## config.mk

```make
export PLATFORM = sky130hd
export DESIGN_NAME = lin_header_gen
export DESIGN_NICKNAME = d
export VERILOG_FILES = /design/src/rtl/lin_pkg.sv /design/src/rtl/lin_tbl_arbiter.sv /design/src/rtl/lin_header_gen.sv
export SDC_FILE = /design/constraint.sdc
export NUM_CORES = 1
export LEC_CHECK = 0
export CAP_MARGIN = 30
export CORE_MARGIN = 4
export CORE_UTILIZATION = 45
export CTS_CLUSTER_DIAMETER = 40
export DETAILED_ROUTE_END_ITERATION = 8
export GPL_TIMING_DRIVEN = 0
export PLACE_DENSITY = 0.71
export SLEW_MARGIN = 10
export SYNTH_ARGS = -nofsm -noshare
export SYNTH_HDL_FRONTEND = slang
export SYNTH_SLANG_ARGS = --single-unit
```

## constraint.sdc

```tcl
create_clock -name clk -period 2.7 [get_ports clk]
set_input_delay 0.675 -clock clk [delete_from_list [all_inputs] [get_ports clk]]
set_output_delay 0.675 -clock clk [all_outputs]
set_load 0.03 [all_outputs]
```

## src/rtl/lin_pkg.sv

```systemverilog
// Shared LIN definitions: UART-framed symbol constants, header FSM encoding
// and the protected-identifier parity helper.
package lin_pkg;

    localparam logic [9:0] LIN_SYM_IDLE  = 10'h3FF;
    localparam logic [9:0] LIN_SYM_SYNC  = 10'h2AA;
    localparam logic [9:0] LIN_SYM_BRK   = 10'h000;
    localparam logic [9:0] LIN_SYM_DELIM = 10'h200;

    typedef enum logic [2:0] {
        ST_IDLE  = 3'd0,
        ST_BREAK = 3'd1,
        ST_SYNC  = 3'd2,
        ST_PID   = 3'd3,
        ST_WAIT  = 3'd4
    } lin_state_e;

    // Returns {P1, P0} for a 6-bit frame identifier.
    function automatic logic [1:0] lin_pid_parity(input logic [5:0] id);
        logic p0;
        logic p1;
        p0 = id[0] ^ id[1] ^ id[2] ^ id[4];
        p1 = ~(id[1] ^ id[3] ^ id[4] ^ id[5]);
        return {p1, p0};
    endfunction

endpackage

```

## src/rtl/lin_tbl_arbiter.sv

```systemverilog
// Priority encoder over the schedule-table enables: the highest set bit wins.
module lin_tbl_arbiter #(
    parameter int NUM_TABLES = 3,
    parameter int TW         = 2
) (
    input  logic [NUM_TABLES-1:0] tbl_en,
    output logic [TW-1:0]         act_idx,
    output logic                  any_en
);

    always_comb begin
        act_idx = '0;
        for (int i = 0; i < NUM_TABLES; i++) begin
            if (tbl_en[i]) act_idx = TW'(i);
        end
    end

    assign any_en = |tbl_en;

endmodule

```

## src/rtl/lin_header_gen.sv

```systemverilog
// LIN master header generator: break symbols, SYNC and PID, one 10-bit framed
// symbol per clock, inside a fixed-length slot with table-change abort.
module lin_header_gen #(
    parameter int  BRK_SYMS    = 2,
    parameter int  SLOT_CYCLES = 15,
    parameter int  NUM_TABLES  = 3,
    localparam int TW          = (NUM_TABLES > 1) ? $clog2(NUM_TABLES) : 1
) (
    input  logic                  clk,
    input  logic                  reset,
    input  logic [NUM_TABLES-1:0] tbl_en,
    input  logic                  id_valid,
    input  logic [5:0]            id_in,
    output logic                  id_ready,
    output logic [9:0]            sym_out,
    output logic                  sym_valid,
    output logic [TW-1:0]         hdr_tbl,
    output logic                  hdr_done,
    output logic                  slot_end,
    output logic                  abort,
    output logic [2:0]            dbg_state
);
    import lin_pkg::*;

    localparam int CW = (SLOT_CYCLES > 1) ? $clog2(SLOT_CYCLES) : 1;
    localparam int BW = $clog2(BRK_SYMS);

    lin_state_e    state, state_n;
    logic [BW-1:0] brk_idx, brk_n;
    logic [CW-1:0] cnt, cnt_n;
    logic [5:0]    id_reg, id_n;
    logic [9:0]    sym_n;
    logic          symv_n, done_n, abort_n;
    logic [TW-1:0] tbl_n;
    logic [TW-1:0] act_idx;
    logic          any_en, cur_en, cnt_end, abort_cond, accept;

    lin_tbl_arbiter #(.NUM_TABLES(NUM_TABLES), .TW(TW)) u_arb (
        .tbl_en  (tbl_en),
        .act_idx (act_idx),
        .any_en  (any_en)
    );

    // Enable bit of the table the running header was accepted under.
    always_comb begin
        cur_en = 1'b0;
        for (int i = 0; i < NUM_TABLES; i++) begin
            if (hdr_tbl == TW'(i)) cur_en = tbl_en[i];
        end
    end

    // Handshake: id_in is taken on any cycle where id_valid && id_ready; id_ready
    // never depends on id_valid and the sequencer must hold id_in while id_valid waits.
    assign cnt_end    = (cnt == CW'(SLOT_CYCLES - 1));
    assign abort_cond = (state != ST_IDLE) && (!cur_en || (act_idx > hdr_tbl));
    assign id_ready   = !reset && any_en && !abort_cond &&
                        ((state == ST_IDLE) || ((state == ST_WAIT) && cnt_end));
    assign slot_end   = !reset && (state == ST_WAIT) && cnt_end && !abort_cond;
    assign accept     = id_valid && id_ready;
    assign dbg_state  = state;

    always_comb begin
        state_n = state;
        brk_n   = brk_idx;
        cnt_n   = cnt;
        id_n    = id_reg;
        tbl_n   = hdr_tbl;
        sym_n   = sym_out;
        symv_n  = sym_valid;
        done_n  = 1'b0;
        abort_n = 1'b0;
        if (abort_cond) begin
            state_n = ST_IDLE;
            cnt_n   = '0;
            sym_n   = LIN_SYM_IDLE;
            symv_n  = 1'b0;
            abort_n = 1'b1;
        end else if (accept) begin
            state_n = ST_BREAK;
            brk_n   = '0;
            cnt_n   = '0;
            id_n    = id_in;
            tbl_n   = act_idx;
            sym_n   = LIN_SYM_BRK;
            symv_n  = 1'b1;
        end else begin
            case (state)
                ST_BREAK: begin
                    cnt_n = cnt + CW'(1);
                    if (brk_idx == BW'(BRK_SYMS - 1)) begin
                        state_n = ST_SYNC;
                        sym_n   = LIN_SYM_SYNC;
                    end else begin
                        brk_n = brk_idx + BW'(1);
                        sym_n = (brk_idx == BW'(BRK_SYMS - 2)) ? LIN_SYM_DELIM : LIN_SYM_BRK;
                    end
                end
                ST_SYNC: begin
                    cnt_n   = cnt + CW'(1);
                    state_n = ST_PID;
                    sym_n   = {1'b1, lin_pid_parity(id_reg), id_reg, 1'b0};
                end
                ST_PID: begin
                    cnt_n   = cnt + CW'(1);
                    state_n = ST_WAIT;
                    sym_n   = LIN_SYM_IDLE;
                    symv_n  = 1'b0;
                    done_n  = 1'b1;
                end
                ST_WAIT: begin
                    // Counter holds at the slot end rather than wrapping.
                    if (cnt_end) state_n = ST_IDLE;
                    else         cnt_n   = cnt + CW'(1);
                end
                default: begin
                    state_n = ST_IDLE;
                end
            endcase
        end
    end

    always_ff @(posedge clk) begin
        if (reset) begin
            state     <= ST_IDLE;
            brk_idx   <= '0;
            cnt       <= '0;
            id_reg    <= '0;
            hdr_tbl   <= '0;
            sym_out   <= LIN_SYM_IDLE;
            sym_valid <= 1'b0;
            hdr_done  <= 1'b0;
            abort     <= 1'b0;
        end else begin
            state     <= state_n;
            brk_idx   <= brk_n;
            cnt       <= cnt_n;
            id_reg    <= id_n;
            hdr_tbl   <= tbl_n;
            sym_out   <= sym_n;
            sym_valid <= symv_n;
            hdr_done  <= done_n;
            abort     <= abort_n;
        end
    end

endmodule
```

# Word-level counts from Yosys, hierarchy flattened
# Index checks and enable logic that the tools add are counted.
dict set report classes {
  n_addsub 2
  magnitude_cmp 1
  eq_ne 12
  n_mux 21
  n_bitwise 8
  n_reduce_logical 30
}
# cell count
set op_table {}
lappend op_table {{10-bit one-hot mux with 3 select lines} 1}
lappend op_table {{1-bit 2-to-1 mux} 12}
lappend op_table {{3-bit one-hot mux with 4 select lines} 1}
lappend op_table {{10-bit 2-to-1 mux} 1}
lappend op_table {{2-bit AND reduction} 5}
lappend op_table {{1-bit logical AND} 9}
lappend op_table {{3-bit OR reduction} 3}
lappend op_table {{8-bit 2-to-1 mux} 1}
lappend op_table {{4-bit one-hot mux with 2 select lines} 1}
lappend op_table {{3-bit by 2-bit == test with 1-bit output (second input constant)} 2}
lappend op_table {{3-bit 2-to-1 mux} 2}
lappend op_table {{2-bit inequality test (second input constant)} 3}
lappend op_table {{3-bit inequality test (second input constant)} 2}
lappend op_table {{2-bit nonzero test} 3}
lappend op_table {{1-bit XOR} 6}
lappend op_table {{4-bit by 1-bit adder with 4-bit output (second input constant)} 1}
lappend op_table {{4-bit == test (second input constant)} 1}
lappend op_table {{4-bit 2-to-1 mux} 1}
lappend op_table {{4-bit nonzero test} 1}
lappend op_table {{3-bit by 1-bit == test with 1-bit output (second input constant)} 1}
lappend op_table {{3-bit == test (second input constant)} 1}
lappend op_table {{1-bit zero test} 3}
lappend op_table {{3-bit zero test} 1}
lappend op_table {{3-bit nonzero test} 1}
lappend op_table {{other kinds (9)} 11}
dict set report word_totals {
  reg_bits 29
  inputBits 12
  word_cells 84
}

# Depth between registers and ports, before layout
# Gate-level depths: netlist (run 1).
dict set report depth {
  word_depth 13
  depth_mapped 8
  depth_no_buf 7
}

# Cells and area by module
# A second synthesis (run 1) with hierarchy kept.
dict set report hier_totals {
  hier_cells 162
  hier_area_um2 1425.1
}
# module n_inst cells_per_inst area_each_um2 seq_area_each_um2
set modules_own_cells {}
lappend modules_own_cells {lin_header_gen 1 159 1405.1 580.6}
lappend modules_own_cells {lin_tbl_arbiter 1 3 20.0 0.0}

# Least setup slack after synthesis (run 1)
# Ideal clock, no wire load.
dict set report synth_timing {
  path_type {in2out}
  start {input port tbl_en[2]}
  end {output port id_ready}
  t_arrival_ns 2.418
  slack_ns -0.393
  cell_stages 6
  n_path_buf 1
  path_cell_list {ha_1 nor2b_1 a2bb2oi_2 o31a_1 clkbuf_1 nor3_1}
}
dict set report synth_between {
  elab_chain_cells 7
  elab_cells_between_ends 11
}
# element line_no
set synth_lines {}
lappend synth_lines {{from (decl)} lin_header_gen.sv:11} ;# input logic [NUM_TABLES-1:0] tbl_en,
lappend synth_lines {{2-bit 2-to-1 mux / 1-bit 2-to-1 mux (equally long branches)} {lin_tbl_arbiter.sv:14, lin_header_gen.sv:48}}
lappend synth_lines {{2-bit greater-than comparator / 1-bit zero test (equally long branches)} lin_header_gen.sv:55} ;# assign abort_cond = (state != ST_IDLE) && (!cur_en || (act_idx > hdr_tbl));
lappend synth_lines {{1-bit logical OR} lin_header_gen.sv:55}
lappend synth_lines {{1-bit logical AND} lin_header_gen.sv:55}
lappend synth_lines {{1-bit zero test} lin_header_gen.sv:56} ;# assign id_ready = !reset && any_en && !abort_cond &&
lappend synth_lines {{1-bit logical AND (*) (2 in a row)} lin_header_gen.sv:56}
lappend synth_lines {{to (decl)} lin_header_gen.sv:14} ;# output logic id_ready,
# Mark *: on every way between the ends. The rest lies on a longest branch, timed or not.

# Worst setup path after layout (run 1)
# Same ends and word-level chain as after synthesis.

==> results of run 1 <==
layout by cell type (no fill, tap or decap), types with 2 or more instances in the layout:
master and instances:
dfxtp_1 28, clkdlybuf4s50_1 25, o21ai_0 18, nor2_1 14, a21oi_1 14, nand2_1 11, buf_4 11, clkbuf_1 9
nand3_1 7, inv_1 6, xnor2_1 6, nor3_1 5, clkbuf_4 5, a21o_1 3, a31oi_1 3, buf_2 2
or3_1 2, and3_1 2, o31ai_1 2, xor2_1 2, ha_4 2, ha_1 2, buf_6 2
routing by layer:
metal  up-vias  GRT usage  routed length (µm)
li1        699          -                   -
met1       659     0.2248                1582
met2        44     0.3290                1857
met3         4    0.04569                 220
met4         0    0.08971                  27
met5         -          0                   0
cell usage after synthesis (all sizes together):
| library cell | number | area (µm²) |
|---|---|---|
| a21o | 3 | 22.52 |
| a221oi | 1 | 8.760 |
| a2bb2oi | 1 | 15.01 |
| or2 | 1 | 6.260 |
| o22ai | 1 | 6.260 |
| a22oi | 1 | 7.510 |
| a31o | 1 | 8.760 |
| a311o | 1 | 10.01 |
| o32ai | 1 | 8.760 |
| o31a | 1 | 8.760 |
| nand2b | 2 | 12.51 |
| and3 | 3 | 18.77 |
| nor2b | 2 | 12.51 |
| dfxtp | 29 | 580.6 |
| a211oi | 1 | 7.510 |
| nor2 | 16 | 60.06 |
| o21ai | 20 | 103.9 |
| xnor2 | 6 | 52.55 |
| nand3b | 1 | 7.510 |
| clkbuf | 7 | 26.28 |
| mux2i | 1 | 10.01 |
| or3b | 1 | 8.760 |
| a21oi | 14 | 70.07 |
| nor3b | 1 | 12.51 |
| nand2 | 11 | 41.29 |
| nand3 | 8 | 40.04 |
| o21bai | 1 | 7.510 |
| inv | 6 | 22.52 |
| a31oi | 3 | 18.77 |
| o31ai | 4 | 48.79 |
| nor3 | 6 | 30.03 |
| or3 | 2 | 12.51 |
| buf | 1 | 5.000 |
| nand4 | 1 | 6.260 |
| a211o | 1 | 8.760 |
| ha | 4 | 50.05 |
| xor2 | 2 | 17.52 |
| o21a | 1 | 15.01 |
| a22o | 1 | 8.760 |
cell families (layout without fill, tap and decap cells):
logic type | count (synthesis) | in the layout
AOI/OAI and AO/OA | 57 | 57
and+or+nand+nor | 55 | 55
DFF | 29 | 29
buffers and inverters | 14 | 62
xor gates and xnor gates | 8 | 8
adders and majority gates | 4 | 4
muxes | 1 | 1
worst max-delay path, delay by kind of cell:
kind | cells | cell delay (ns)
fa+ha+maj | 1 | 0.21
buf+inv | 2 | 0.25
simple gates | 2 | 0.32
compound gates | 2 | 0.53
power by group through the flow:
stage / sequential, µW / clock, µW / combinational (µW)
after CTS: 506 / 250 / 412
after global placement: 513 / 0 / 361
final: 505 / 246 / 420
after floorplan: 582 / 0 / 169
after detailed placement: 516 / 0 / 369
after global routing: 512 / 276 / 450
metrics by stage:
| stage | hold slack (ns) | area [µm²] | cells | setup slack (ns) |
|---|---|---|---|---|
| final | 0.4651 | 1998 | 260 | 0.03824 |
| after global routing | 0.5002 | 1998 | 260 | -0.002422 |
| after CTS | 0.4691 | 1974 | 259 | -0.02864 |
| after detailed placement | 0.4449 | 1788 | 242 | -1.262 |
| after global placement | 0.4348 | 1788 | 242 | -1.158 |
| after floorplan | 0.4716 | 1433 | 168 | -0.001769 |
path summary, 6_finish.rpt:
path | start | to | slack (ns)
worst max register to register | hdr_tbl[1] | cnt[1] | 0.61
worst min-delay path | sym_out[9] | sym_out[9] | 0.47
worst min register to register | sym_out[9] | sym_out[9] | 0.47
worst max-delay path | tbl_en[2] | id_ready | 0.04
what timing repair did:
action / CTS / global route
setup buffers: 9 / 2
cloned: 0 / 0
setup endpoints to repair: 4 / 2
hold endpoints to repair: 0 / 0
pin swaps: 6 / 2
gates resized for setup: 38 / 6
area by class of cell:
| cell class | instances | share of cell area |
|---|---|---|
| sequential | 29 | 0.2912 |
| timing repair buffer | 41 | 0.1922 |
| inverter | 6 | 0.01127 |
| multi-input combinational | 125 | 0.4396 |
| clock buffer | 8 | 0.02442 |
| buffer | 7 | 0.01378 |
| tap | 44 | 0.02755 |
==> flow_summary.toml, run 1 <==
[status]
outcome = "complete, no violations"

[clock_tree]
cts_hold_buf = 0
htreeDepth = 2
clkSlewWorstSetupHoldPaths_ns = 0.09
clockBufferDepth = 2
cts_sinks = 29
clk_latency_ns = 0.33
tritoncts = "done"
cts_buffers = 5
clockRootBuffer = "clkbuf_4"

[power]
pwr-share-comb = 0.358
p_total_uw = 1171
p_seq_frac = 0.431
switching_share = 0.3486
switchingPower_uw = 408.2
power.density_nw_per_um2 = 586.0
cellLeakagePower_uw = 0.0007488
internal_power_uw = 762.8
ir_drop_mv = 0.3049
clkPwrFrac = 0.210

[run]
drv_cap = 0

[synthesis]
ys.warnings.count = 0
synth_cell_types = 42
synth-compound-area-share = 0.2716
netlist_area_um2 = 1419
synth_mux_area_frac = 0.007055
syn_area_per_cell_um2 = 8.446
synth_top_family_by_area = "compound AO/OA/AOI/OAI gates"
synth_adder_area_share = 0.03527
synth_simple_gate_area_share = 0.1896
synth-xor-area-share = 0.04938
synth.net_count = 184
ys_seq_area_frac = 0.4092
syn_inst = 168
synth_seq_cells = 29

[cells_and_area]
fill_cells = 268
largest_reg_flops = 10
layout-drive-gt1-share = 0.1898
seqCellArea_um2 = 581.8
postLayoutCoreUtil = 0.6599
synthToLayoutAreaGrowth_pct = 40.83
multiInputGateArea_um2 = 878.3
nets = 231
diodes = 0

[critical_path]
critPathMaxFanout = 4
cp_slowest_stage_delay_ns = 0.37
critPathKind = "in -> out"
crit_path_cell_trace = "buf_8, ha_4, nor2b_4, a2bb2oi_4, o31a_1, nor3_4, buf_6"
end_kind = "primary output"
required_ns = 2.03
reg2reg_depth = 9
startpoint_type = "primary input"
cp.arrival_ns = 1.99
crit_slowest_cell = "o31a_1"

[placed_design]
dpl.hpwl_mm = 2.607
gp_congestion = 0.8968
port_buffers = 30

[drt]
vias = 1406
antenna_left = 0
wire_per_inst_um = 14.18
wl_mm = 3.687
via_per_inst = 5.408
firstDrtPassIters = 4
dr.first_iter.drc_count = 80
drc_errors = 0

[floorplan]
dieArea_um2 = 4115
boundaryPins = 32
die_h_um = 64.15
die_w_um = 64.15
core.rowCount = 20
core_area_um2 = 3028
initial_core_util = 0.4686

[grt]
grt_overflow = 0
grt_pass1_vias = 1335
track_usage = 0.1922
antenna_found_initial = 0
grt_pass1_wl_mm = 6.141
grt_start_max_net_pins = 11

[timing]
max_slew_margin = 0.5805
final_hold_viol_count = 0
fin_crit_ns = 2.662
worst_pin_slew_ns = 0.6265
drv_slew = 0
fmax_mhz = 375.7
fin_setup_tns_ns = 0
setup_viol = 0
fin_crit_sh = 0.9858
clock_skew_ns = 0.006958

[hold_path]
hold_depth = 2
hp-class = "reg -> reg"
Note: power is estimated with default switching activity, not from simulation.
==> run 2, diff against run 1 <==
- ABC_AREA: unset -> 1
==> run 2 against run 1 <==
Against the previous run: global-route usage fell by 2.0 points; flip-flop and latch count did not move; combinational power rose to 2.7 times the previous value; setup slack got worse by 0.033 ns; largest power group is now combinational logic; highest routed layer unchanged; clock power rose by 22%; clock-buffer cell count fell by 1.
==> flow_summary.toml, run 2 <==
[status]
outcome = "complete, no violations"

[critical_path]
end_kind = "primary output"
cp.arrival_ns = 2.02
critPathMaxFanout = 3
required_ns = 2.03
critPathKind = "in -> out"
startpoint_type = "primary input"

[drt]
via_per_inst = 5.149
dr.first_iter.drc_count = 64
wl_mm = 3.305
antenna_left = 0
drc_errors = 0
vias = 1385
wire_per_inst_um = 12.29
firstDrtPassIters = 4

[cells_and_area]
layoutNonFillerInstCount = 269
final_area_um2 = 1882
layout-drive-gt1-share = 0.1681
layout_common_cells = "nand2_1 (33), nor2_1 (29), dfxtp_1 (29)"
synthToLayoutAreaGrowth_pct = 38.36
postLayoutCoreUtil = 0.6652
nets = 253
final_common_cell = "nand2_1"
diodes = 0
largest_reg_flops = 10

[clock_tree]
cts_buffers = 5
cts_sinks = 29
clockRootBuffer = "clkbuf_4"
clkSlewWorstSetupHoldPaths_ns = 0.09
cts_hold_buf = 0
clk_latency_ns = 0.32
htreeDepth = 2
tritoncts = "done"
clockBufferDepth = 2

[grt]
track_usage = 0.1717
grt_start_max_net_pins = 11
grt_pass1_vias = 1345
antenna_found_initial = 0
grt_pass1_wl_mm = 5.457
grt_overflow = 0

[synthesis]
ys.warnings.count = 0
syn_area_per_cell_um2 = 7.158
synthArstFlopShare = 0
ys_seq_area_frac = 0.4269
synth-edff-count = 0
synth_top_area_frac = 0.4269
synth_flop_cell = "dfxtp_1"
ys_top_cells_by_area = "dfxtp_1 (43%), nand2_1 (9.7%), nor2_1 (8.0%)"
syn_inst = 190
synth_cell_types = 25
netlist_area_um2 = 1360
synth_seq_cells = 29
post-synth-top-area-cell = "dfxtp_1"
synth.net_count = 206
synth_top_cells_by_count = "nand2_1 (35), dfxtp_1 (29), nor2_1 (29)"
synth_most_common_cell = "nand2_1"

[floorplan]
die_h_um = 62.98
initial_core_util = 0.4808
core_area_um2 = 2829
dieArea_um2 = 3966
die_w_um = 62.98
boundaryPins = 32
core.rowCount = 19

[power]
pwr-share-comb = 0.541
switchingPower_uw = 925.8
p_seq_frac = 0.316
clkPwrFrac = 0.143
ir_drop_mv = 0.5220
switching_share = 0.4415
p_total_uw = 2097
power.density_nw_per_um2 = 1114
internal_power_uw = 1171
cellLeakagePower_uw = 0.0008687

[timing]
fin_crit_ns = 2.695
fmax_mhz = 371.1
max_slew_margin = 0.7756
setup_slack_ns = 0.004962
fin_crit_sh = 0.9982
clock_skew_ns = 0.004035
setup_viol = 0
worst_pin_slew_ns = 0.3346
final_hold_viol_count = 0
drv_slew = 0

[placed_design]
post-place-ws_ns = -0.9226
placed_cells = 252
dpl.hpwl_mm = 2.351
gp_congestion = 0.8826
port_buffers = 31
dpl_cell_area_um2 = 1715

[run]
drv_cap = 0

[hold_path]
hp-class = "reg -> reg"
-- run 2: cell count changes after synthesis, moves of 7 or more --
cell,before,now
inv_1,6,21
nand2_1,11,35
o21ai_0,19,10
nand3_1,8,19
clkbuf_1,7,0
nor2_1,16,29
-- run 2: layout make-up --
cell class                      count  area [µm²]
Timing Repair Buffer               40       375.4
Fill cell                         263       947.2
Buffer                              4       25.02
Sequential cell                    29       580.6
Clock inverter                      1       5.005
Tap cell                           31       38.79
Clock buffer                        7       65.06
Multi-Input combinational cell    130       690.7
Inverter                           27       101.3
-- run 2: per-layer routing --
layer,track usage,up-vias,part of all wire
met4,0.08264,0,0.019
met1,0.1855,635,0.42
met3,0.06655,8,0.058
met2,0.2912,42,0.50
met5,0,-,0
li1,-,700,-
-- run 2: through the flow --
stage	hold slack (ns)	TNS, ns
CTS	0.4731	0
global route	0.4880	-0.08546
global placement	0.4542	-1.526
detailed placement	0.4598	-1.573
floorplan	0.4523	0
finish	0.4679	0
-- run 2: critical path, cell delays in order --
cell and delay (ns):
clkdlybuf4s15_1 0.20, nand2_1 0.09, ha_1 0.32, nand2_1 0.07, nand2_1 0.08, nand2_2 0.07
nand2_2 0.09, nand2_4 0.06, nor4_4 0.19, buf_6 0.18
-- run 2: cell families after synthesis --
kind of cell | after synthesis | share of synthesized area
fa+ha+maj | 4 | 0.03680
simple gates | 94 | 0.3036
xor+xnor | 6 | 0.03865
compound gates | 26 | 0.1012
flops | 29 | 0.4269
buf+inv | 31 | 0.09292
-- run 2: path summary, 6_finish.rpt --
check                  start      endpoint  slack [ns]  depth (start not counted)
setup reg to reg  hdr_tbl[1]  dbg_state[2]        0.86                         12
setup / recovery   tbl_en[1]      slot_end       0.005                         10
hold reg to reg   sym_out[7]    sym_out[7]        0.47                          2
hold / removal    sym_out[7]    sym_out[7]        0.47                          2
-- run 2: power groups by stage --
stage / Clock [µW] / Sequential (µW) / Combinational, µW
finish: 301 / 662 / 1130
global route: 328 / 680 / 1240
CTS: 305 / 661 / 1110
detailed placement: 0 / 671 / 1080
global placement: 0 / 662 / 1050
floorplan: 0 / 854 / 538
-- run 2: repair_timing --
item	in CTS	in global routing
resized for setup	22	6
pin swaps	3	2
buffers inserted	8	1
endpoints found under the setup margin	2	2
==> run 3, diff against run 2 <==
- CAP_MARGIN: 30 -> unset
==> results of run 3 <==
Same layout as run 2: the final DEF is identical, and so are final timing and power.
